## config.mk

```make
export PLATFORM = sky130hd
export DESIGN_NAME = accum_seq_16bit_flat
export DESIGN_NICKNAME = d
export VERILOG_FILES = /design/src/rtl/accum_seq_16bit_if.sv /design/src/rtl/accum_seq_16bit.sv /design/src/flat_wrapper.sv
export SDC_FILE = /design/constraint.sdc
export NUM_CORES = 1
export LEC_CHECK = 0
export ABC_AREA = 1
export ABC_CLOCK_PERIOD_IN_PS = 5500
export BUFFER_PORTS_ARGS = -buffer_cell sky130_fd_sc_hd__buf_4
export CORE_UTILIZATION = 40
export CTS_CLUSTER_DIAMETER = 50
export DETAILED_ROUTE_END_ITERATION = 10
export GPL_ROUTABILITY_DRIVEN = 0
export PLACE_DENSITY = 0.66
export SYNTH_ARGS = -nofsm -noshare
export SYNTH_HDL_FRONTEND = slang
export SYNTH_SLANG_ARGS = --single-unit
```

## constraint.sdc

```tcl
create_clock -name clk -period 5.5 [get_ports clk]
set_clock_uncertainty 0.05 [all_clocks]
set_input_delay 0.55 -clock clk [delete_from_list [all_inputs] [get_ports clk]]
set_output_delay 0.55 -clock clk [all_outputs]
set_load 0.02 [all_outputs]
```

## src/rtl/accum_seq_16bit_if.sv

```systemverilog
// ----------------------------------------------------------------------------
// accum_seq_16bit_if
// Groups the burst accumulator's data and handshake signals. The producer,
// the consumer and the control side all live on the master modport. The
// accumulator itself uses the slave modport.
//
// Signals (direction seen from the slave / accumulator):
//   start     in   begin a burst (sampled only while idle)
//   len       in   operand count for the burst, CNT_W bits
//   din       in   16-bit operand
//   in_valid  in   din carries a valid operand
//   in_ready  out  accumulator takes din this cycle
//   sum       out  running / final sum modulo 2^16
//   carries   out  number of adder carry-outs seen during the burst
//   out_valid out  sum and carries hold the final result
//   out_ready in   consumer takes the result
//   busy      out  accumulator is not idle
// ----------------------------------------------------------------------------
interface accum_seq_16bit_if #(
    parameter int CNT_W = 4
);
    logic             start;
    logic [CNT_W-1:0] len;
    logic [15:0]      din;
    logic             in_valid;
    logic             in_ready;
    logic [15:0]      sum;
    logic [CNT_W-1:0] carries;
    logic             out_valid;
    logic             out_ready;
    logic             busy;

    modport master (
        output start, len, din, in_valid, out_ready,
        input  in_ready, sum, carries, out_valid, busy
    );

    modport slave (
        input  start, len, din, in_valid, out_ready,
        output in_ready, sum, carries, out_valid, busy
    );
endinterface

```

## src/rtl/accum_seq_16bit.sv

```systemverilog
// ----------------------------------------------------------------------------
// accum_seq_16bit
// Sequential 16-bit burst accumulator. It adds each accepted operand into a
// running sum with a carry-select adder whose carry-in is 0, and it counts the
// adder's carry-outs. The exact burst total is {carries, sum}. The result is
// offered on a valid/ready handshake.
//
// Ports:
//   clk  in     single clock, rising edge
//   rst  in     asynchronous active-high reset
//   bus  slave  accum_seq_16bit_if (start/len/din/in_valid/in_ready,
//               sum/carries/out_valid/out_ready, busy)
// ----------------------------------------------------------------------------
module accum_seq_16bit #(
    parameter int CNT_W = 4
) (
    input  logic               clk,
    input  logic               rst,
    accum_seq_16bit_if.slave   bus
);

    typedef enum logic [1:0] {
        IDLE  = 2'd0,
        ACCUM = 2'd1,
        DONE  = 2'd2
    } state_t;

    state_t           r_state;
    logic [15:0]      r_sum;
    logic [CNT_W-1:0] r_carries;
    logic [CNT_W-1:0] r_remaining;
    logic             r_outValid;
    logic             r_busy;

    logic [8:0]       w_loSum;
    logic [8:0]       w_hiSum0;
    logic [8:0]       w_hiSum1;
    logic [8:0]       w_hiSel;
    logic [15:0]      w_addSum;
    logic             w_addCout;
    logic             w_inReady;
    logic             w_xfer;

    // Carry-select adder, carry-in 0. The low byte ripples. The high byte is
    // computed for both possible carries and the low byte's carry-out picks
    // one. The path is purely combinational from r_sum/din back into r_sum.
    assign w_loSum   = {1'b0, r_sum[7:0]}  + {1'b0, bus.din[7:0]};
    assign w_hiSum0  = {1'b0, r_sum[15:8]} + {1'b0, bus.din[15:8]};
    assign w_hiSum1  = {1'b0, r_sum[15:8]} + {1'b0, bus.din[15:8]} + 9'd1;
    assign w_hiSel   = w_loSum[8] ? w_hiSum1 : w_hiSum0;
    assign w_addSum  = {w_hiSel[7:0], w_loSum[7:0]};
    assign w_addCout = w_hiSel[8];

    // in_ready is decoded straight from the state, so it drops in the same
    // cycle that an asynchronous reset forces the FSM back to IDLE.
    assign w_inReady = (r_state == ACCUM);
    assign w_xfer    = w_inReady && bus.in_valid;

    assign bus.in_ready  = w_inReady;
    assign bus.sum       = r_sum;
    assign bus.carries   = r_carries;
    assign bus.out_valid = r_outValid;
    assign bus.busy      = r_busy;

    // Burst control FSM with registered out_valid and busy.
    // - IDLE clears the result on start. A zero length burst jumps straight
    //   to DONE, so it never raises in_ready.
    // - ACCUM folds one operand per transfer into the sum. The transfer that
    //   consumes the last operand moves the FSM to DONE.
    // - DONE holds the result until the consumer takes it. start is not
    //   looked at here, so a start on the exit cycle is dropped.
    always_ff @(posedge clk or posedge rst) begin
        if (rst) begin
            r_state     <= IDLE;
            r_sum       <= '0;
            r_carries   <= '0;
            r_remaining <= '0;
            r_outValid  <= 1'b0;
            r_busy      <= 1'b0;
        end else begin
            case (r_state)
                IDLE: begin
                    if (bus.start) begin
                        r_sum     <= '0;
                        r_carries <= '0;
                        r_busy    <= 1'b1;
                        if (bus.len != '0) begin
                            r_remaining <= bus.len;
                            r_state     <= ACCUM;
                        end else begin
                            r_outValid <= 1'b1;
                            r_state    <= DONE;
                        end
                    end
                end
                ACCUM: begin
                    if (w_xfer) begin
                        r_sum       <= w_addSum;
                        r_carries   <= r_carries + CNT_W'(w_addCout);
                        r_remaining <= r_remaining - CNT_W'(1);
                        if (r_remaining == CNT_W'(1)) begin
                            r_outValid <= 1'b1;
                            r_state    <= DONE;
                        end
                    end
                end
                DONE: begin
                    if (bus.out_ready) begin
                        r_outValid <= 1'b0;
                        r_busy     <= 1'b0;
                        r_state    <= IDLE;
                    end
                end
                default: begin
                    r_outValid <= 1'b0;
                    r_busy     <= 1'b0;
                    r_state    <= IDLE;
                end
            endcase
        end
    end

endmodule

```

## src/flat_wrapper.sv

```systemverilog
// flat-port wrapper written by rule: the top's interface ports become plain ports
module accum_seq_16bit_flat 
#(
    parameter int CNT_W = 4
)
  (clk, rst, bus_start, bus_len, bus_din, bus_in_valid, bus_out_ready, bus_in_ready, bus_sum, bus_carries, bus_out_valid, bus_busy);
  accum_seq_16bit_if #(.CNT_W(CNT_W)) bus_i ();
  input  logic clk;
  input  logic rst;
  input wire logic [$bits(bus_i.start)-1:0] bus_start;
  input wire logic [$bits(bus_i.len)-1:0] bus_len;
  input wire logic [$bits(bus_i.din)-1:0] bus_din;
  input wire logic [$bits(bus_i.in_valid)-1:0] bus_in_valid;
  input wire logic [$bits(bus_i.out_ready)-1:0] bus_out_ready;
  output wire logic [$bits(bus_i.in_ready)-1:0] bus_in_ready;
  output wire logic [$bits(bus_i.sum)-1:0] bus_sum;
  output wire logic [$bits(bus_i.carries)-1:0] bus_carries;
  output wire logic [$bits(bus_i.out_valid)-1:0] bus_out_valid;
  output wire logic [$bits(bus_i.busy)-1:0] bus_busy;
  assign bus_i.start = bus_start;
  assign bus_i.len = bus_len;
  assign bus_i.din = bus_din;
  assign bus_i.in_valid = bus_in_valid;
  assign bus_i.out_ready = bus_out_ready;
  assign bus_in_ready = bus_i.in_ready;
  assign bus_sum = bus_i.sum;
  assign bus_carries = bus_i.carries;
  assign bus_out_valid = bus_i.out_valid;
  assign bus_busy = bus_i.busy;
  accum_seq_16bit #(.CNT_W(CNT_W)) u_core (.clk(clk), .rst(rst), .bus(bus_i));
endmodule
```

==> impl_metrics.csv, run 1 <==
group,metric,value,unit
layout,syn2layout_area_growth,22.1,%
sta,worst_slew_pin_slew,484,ps
worst_setup_path,critPathRequiredTime,5600,ps
global_route,grt_overflow,0,
placement,hpwl,3.71,mm
global_route,grt_pass1_vias,1875,
detailed_routing,via_count,2010,
placement,io_buffers,47,
synthesis,yosys.cell_types.count,33,
layout,drive_above_1_share,0.192,
detailed_routing,drc_errors,0,
power,ir_drop,0.000276,V
synthesis,syn_avg_cell_area,7.24,um^2
sta,rsz0062_at_grt,"false",
synthesis,synth.net_count,348,
clocking,clkTransAtPathRegs,100,ps
synthesis,muxShareOfSynthArea,0,
clocking,ctsHtreeMaxLevel,1,
die,chipHeight,75.7,um
die,dieArea,0.00573,mm^2
synthesis,synth_fa_ha_area_frac,0.139,
sta,slew_viol_final,0,
power,power_leakage,1.48,nW
detailed_routing,routed_wl,4.67,mm
clocking,numCtsBuffers,3,
sta,min_period,2970,ps
sta,final.setup.tns,0,ps
clocking,cts-root-buf,"clkbuf_8",
power,switching_share,0.498,
power,p_sw,0.000635,W
global_route,grt_pass1_wl,7.89,mm
power,combPwrFrac,0.643,
die,start_util,0.420,
detailed_routing,ant_nets,0,
synthesis,synth_top_area_frac,0.323,
power,seqPwrFrac,0.269,
die,core,0.00517,mm^2
layout,final_cell_mix,"85 x nand2_1, 50 x inv_1, 48 x buf_4, 28 x dfrtp_1, 21 x ha_1",
clocking,clk_latency,270,ps
layout,nets,399,
clocking,clock_sinks,28,
layout,multi_input_area,0.00125,mm^2
die,pin_count,48,
sta,period_share,0.539,
power,pwr-share-clk,0.088,
sta,slew_headroom,0.676,
run,drv_cap,0,
worst_setup_path,cp-startpoint,"u_core.bus.sum[0]",
layout,ff_latch_area,701,um^2
synthesis,synth_top_family_by_area,"simple AND/OR/NAND/NOR gates",
worst_setup_path,critPathArrivalTime,3070,ps
sta,max_freq,0.337,GHz
run_status,status,"finished, final reports clean",
synthesis,yosys.area_share.simple,0.272,
global_route,grt_use_total,0.178,
synthesis,synth_top_area_cell,"dfrtp_1",
synthesis,synth_area,0.00217,mm^2
worst_setup_path,start_kind,"flip-flop",
layout,fill_cells,518,
min_path,hp-class,"in -> async",
sta,hold_viol_final,0,
synthesis,synthTopCellsByArea,"dfrtp_1 32%, nand2_1 15%, ha_1 12%, inv_1 8.6%, a21oi_1 3.9%",
worst_setup_path,end_kind,"flip-flop",
layout,fin_util,0.513,
global_route,antenna_found_initial,0,
detailed_routing,drt_iter0_markers,55,
power,internal_power,0.000641,W
die,num_rows,26,
clocking,cts_tree,"yes",
clocking,cts-resized-gates,0,
clocking,cts.path.max_buffers,2,
detailed_routing,dr.pass1.iters,4,
layout,layout_commonest_cell,"nand2_1",
worst_setup_path,rr_startpoint,"u_core.bus.sum[0]",
layout,num_antenna_cells,0,
die,fp.dieW,75.7,um
sta,finalSetupViolations,0,
worst_setup_path,crit_type,"reg -> reg",
synthesis,yosys_warnings,0,
clocking,hold_buffers,0,
clocking,cts_setup_buffers,0,
synthesis,synth_compound_area_frac,0.145,
synthesis,seq_area_frac_synth,0.323,
synthesis,netlist_instances,300,
synthesis,synth-seq-cells,28,
synthesis,synth_xor_area_frac,0.0202,
detailed_routing,vias_per_cell,4.80,
worst_setup_path,cp_max_fo,7,
detailed_routing,wl_per_cell,11.1,um
global_route,grt_max_degree,29,
power,powerDensity,481,mW/mm^2
[power by group through the flow]
stage / Combinational (W) / Sequential [W] / Clock [W]
floorplan: 0.000548 / 0.000398 / 0
global placement: 0.000816 / 0.000346 / 0
detailed placement: 0.000827 / 0.000347 / 0
CTS: 0.000831 / 0.000344 / 0.000117
global route: 0.000941 / 0.000353 / 0.000124
finish: 0.000821 / 0.000343 / 0.000112
[final cells by class]
cell class / instances / share of cell area
Clock buffer: 3 / 0.0156
Inverter: 54 / 0.0793
Multi-Input combinational cell: 216 / 0.472
Sequential cell: 28 / 0.264
Tap cell: 70 / 0.0330
Timing Repair Buffer: 48 / 0.136
[final timing paths]
| kind | slack (ps) | depth (start not counted) | end |
|---|---|---|---|
| worst max-delay path | 2530 | 18 | u_core.bus.carries[2] |
| worst min-delay path | 290 | 3 | u_core.r_remaining[2] |
| max in group asynchronous | 4840 | 3 | u_core.bus.sum[10] |
| min in group clk | 460 | 2 | u_core.bus.out_valid |
| worst max register to register | 2530 | 18 | u_core.bus.carries[2] |
| worst min register to register | 460 | 2 | u_core.bus.out_valid |
[flip-flops by register name, summed over array words and instances (netlist names)]
signal                flops
u_core.bus.out_valid      1
u_core.bus.busy           1
u_core.bus.sum           16
u_core.r_state            2
u_core.bus.carries        4
u_core.r_remaining        4
[kinds of logic (layout without fill, tap and decap cells)]
family	count (synthesis)	in the layout
simple gates	135	135
fa+ha+maj	23	23
compound gates	53	53
xor+xnor	5	5
buf+inv	56	105
flops	28	28
[layer usage]
layer  vias to the layer above  track usage  share of wire
li1                       1070            -              -
met1                       896        0.241           0.50
met2                        38        0.306           0.46
met3                         6       0.0172          0.029
met4                         0       0.0432          0.012
met5                         -            0              0
[worst max-delay path, cell delays in order (launching register included)]
cell      delay (ps)
dfrtp_1          410
ha_1             180
inv_1             50
fa_1             390
inv_1             70
nand3_1           60
nand2_1          120
nand2_1           70
nand2_2          120
nand2_1           60
nor2_1           200
nand3_1          160
o21bai_1         150
nand2_1           70
ha_1             210
ha_1             180
nand2_1           80
xor2_1           160
nor2_1            50
[synthesized netlist by cell type]
| master | n |
|---|---|
| a31oi_1 | 1 |
| nor3_1 | 2 |
| o21ai_0 | 17 |
| a22o_1 | 2 |
| buf_2 | 2 |
| a22oi_2 | 1 |
| inv_2 | 2 |
| xor2_1 | 4 |
| nand3_1 | 16 |
| o31ai_1 | 1 |
| clkinv_4 | 1 |
| dfrtp_1 | 28 |
| nand4_1 | 4 |
| a21oi_1 | 17 |
| fa_1 | 2 |
| nor2_2 | 3 |
| nand3b_1 | 2 |
| nor2_1 | 17 |
| inv_4 | 1 |
| a211o_1 | 1 |
| o22ai_1 | 2 |
| inv_1 | 50 |
| ha_1 | 21 |
| o21ai_2 | 3 |
| nand2_2 | 1 |
| nand4_2 | 1 |
| and2_1 | 1 |
| o21bai_1 | 2 |
| o21ai_1 | 3 |
| o211ai_1 | 3 |
| nor2_4 | 3 |
| nand2_1 | 85 |
| xnor2_1 | 1 |
[stage by stage]
step | cell area [um^2] | hold slack [ps] | power [W] | cells | setup WS [ps]
final | 2650 | 286 | 0.00128 | 419 | 2530
after global routing | 2650 | 332 | 0.00142 | 419 | 2280
after CTS | 2650 | 302 | 0.00129 | 419 | 2550
after floorplan | 2170 | 463 | 0.000946 | 300 | 2680
after global placement | 2610 | 445 | 0.00116 | 416 | 2400
after detailed placement | 2610 | 437 | 0.00117 | 416 | 2340
Note: power is estimated with default switching activity, not from simulation.
==> run 2, diff against run 1 <==
--- a/config.mk
+++ b/config.mk
@@ -6,7 +6,7 @@
 export NUM_CORES = 1
 export LEC_CHECK = 0
 export ABC_AREA = 1
-export ABC_CLOCK_PERIOD_IN_PS = 5500
+export ABC_CLOCK_PERIOD_IN_PS = 3000
 export BUFFER_PORTS_ARGS = -buffer_cell sky130_fd_sc_hd__buf_4
 export CORE_UTILIZATION = 40
 export CTS_CLUSTER_DIAMETER = 50
==> constraint.sdc (replaced) <==
create_clock -name clk -period 3 [get_ports clk]
set_clock_uncertainty 0.05 [all_clocks]
set_input_delay 0.3 -clock clk [delete_from_list [all_inputs] [get_ports clk]]
set_output_delay 0.3 -clock clk [all_outputs]
set_load 0.02 [all_outputs]
==> impl_metrics.csv, run 2 (synthesis results as in run 1) <==
group,metric,value,unit
die,chipHeight,75.7,um
die,fp.dieW,75.7,um
clocking,numCtsBuffers,3,
die,dieArea,0.00573,mm^2
sta,final.setup.tns,0,ps
sta,hold_viol_final,0,
die,pin_count,48,
placement,io_buffers,47,
sta,timing.hold.ws,37.7,ps
layout,largest_reg_flops,16,
sta,finalSetupViolations,0,
min_path,hp-class,"in -> async",
clocking,ctsHtreeMaxLevel,1,
power,power_leakage,1.51,nW
worst_setup_path,rrSetupSlack,200,ps
detailed_routing,via_count,2026,
run_status,status,"finished, final reports clean",
sta,min_period,2800,ps
layout,fill_cells,521,
clocking,cts_tree,"yes",
worst_setup_path,critPathArrivalTime,2900,ps
detailed_routing,drt_iter0_markers,82,
layout,num_antenna_cells,0,
worst_setup_path,r2r_cells,15,
placement,hpwl,3.61,mm
global_route,grt_overflow,0,
layout,drive_above_1_share,0.212,
worst_setup_path,cp_cell_sequence,"ha_1, inv_1, fa_1, inv_1, ha_1, nand2_1, nor2_1, nand3_1, o21bai_1, nand2_1, ha_1, ha_1, nand2_1, xor2_1, nor2_1",
power,ir_drop,0.000535,V
worst_setup_path,critPathRequiredTime,3100,ps
sta,worst_slew_pin_slew,496,ps
worst_setup_path,r2r_end,"u_core.bus.carries[2]",
worst_setup_path,start_kind,"flip-flop",
worst_setup_path,end_kind,"flip-flop",
sta,slew_viol_final,0,
clocking,clock_sinks,28,
clocking,cts-root-buf,"clkbuf_8",
worst_setup_path,cpMostUsedCell,"ha_1",
clocking,hold_buffers,0,
layout,layout_commonest_cell,"nand2_1",
detailed_routing,drc_errors,0,
sta,slew_headroom,0.669,
global_route,grt_pass1_wl,7.76,mm
layout,syn2layout_area_growth,24.1,%
global_route,grt_pass1_vias,1853,
global_route,grt_max_degree,29,
die,start_util,0.420,
worst_setup_path,path_buf_inv,2,
worst_setup_path,cp_max_fo,3,
detailed_routing,ant_nets,0,
worst_setup_path,crit_family,"adder cells",
clocking,cts.path.max_buffers,2,
layout,final_cell_mix,"83 x nand2_1, 53 x buf_4, 50 x inv_1, 28 x dfrtp_1, 21 x ha_1",
detailed_routing,wl_per_cell,10.8,um
power,powerDensity,885,mW/mm^2
worst_setup_path,slowest_stage,"dfrtp_1",
sta,period_share,0.932,
power,finalPower,0.00239,W
layout,nets,404,
die,core,0.00517,mm^2
worst_setup_path,critPathMaxStageDelay,410,ps
detailed_routing,vias_per_cell,4.78,
worst_setup_path,rr_startpoint,"u_core.bus.sum[8]",
sta,max_freq,0.358,GHz
detailed_routing,dr.pass1.iters,4,
clocking,clkTransAtPathRegs,100,ps
clocking,clk_latency,280,ps
global_route,grt_use_total,0.176,
worst_setup_path,crit_type,"reg -> reg",
global_route,antenna_found_initial,0,
die,num_rows,26,
detailed_routing,routed_wl,4.59,mm
run,drv_cap,0,
layout,fin_util,0.521,
-- run 2: repair_timing --
action / CTS / global route
resized for setup: 0 / 3
setup endpoints to repair: 0 / 1
setup buffers: 0 / 4
-- run 2: worst register-to-register path, cell delays in order (launching register included) --
cell	delay, ps
dfrtp_1	410
ha_1	220
inv_1	70
fa_1	410
inv_1	110
ha_1	210
nand2_1	70
nor2_1	120
nand3_1	130
o21bai_1	140
nand2_1	70
ha_1	210
ha_1	180
nand2_1	80
xor2_1	150
nor2_1	60
-- run 2: power by group --
part / switching, W / internal, W
clock: 0.000121 / 0.0000903
combinational: 0.000951 / 0.000600
sequential: 0.000105 / 0.000519
-- run 2: layout make-up --
type / count / area (um^2) / share of cell area
Inverter: 54 / 210 / 0.0780
Sequential cell: 28 / 701 / 0.260
Multi-Input combinational cell: 216 / 1260 / 0.467
Timing Repair Buffer: 53 / 398 / 0.148
Clock buffer: 3 / 41.3 / 0.0153
Tap cell: 70 / 87.6 / 0.0325
-- run 2: worst max path at each step --
stage                      start  cells after the start  slack (ps)                    end
2_1_floorplan  u_core.bus.sum[0]                     18         220  u_core.bus.carries[2]
6_report       u_core.bus.sum[8]                     15         200  u_core.bus.carries[2]
4_1_cts        u_core.bus.sum[0]                     18         150  u_core.bus.carries[2]
5_1_grt        u_core.bus.sum[8]                     14          -6  u_core.bus.carries[2]
3_3_place_gp          bus_din[0]                     19         240  u_core.bus.carries[2]
3_5_place_dp   u_core.bus.sum[0]                     18         160  u_core.bus.carries[2]
-- run 2: metal layers --
layer	up-vias	part of all wire	track usage
met5	-	0	0
met4	0	0.0054	0.0432
met3	2	0.035	0.0225
met2	39	0.48	0.307
met1	907	0.48	0.233
li1	1078	-	-
-- run 2: through the flow --
step / setup slack (ps) / cells / area [um^2]
floorplan: 216 / 300 / 2170
global placement: 243 / 417 / 2620
detailed placement: 163 / 417 / 2620
CTS: 149 / 420 / 2660
global route: -5.63 / 424 / 2700
finish: 204 / 424 / 2700
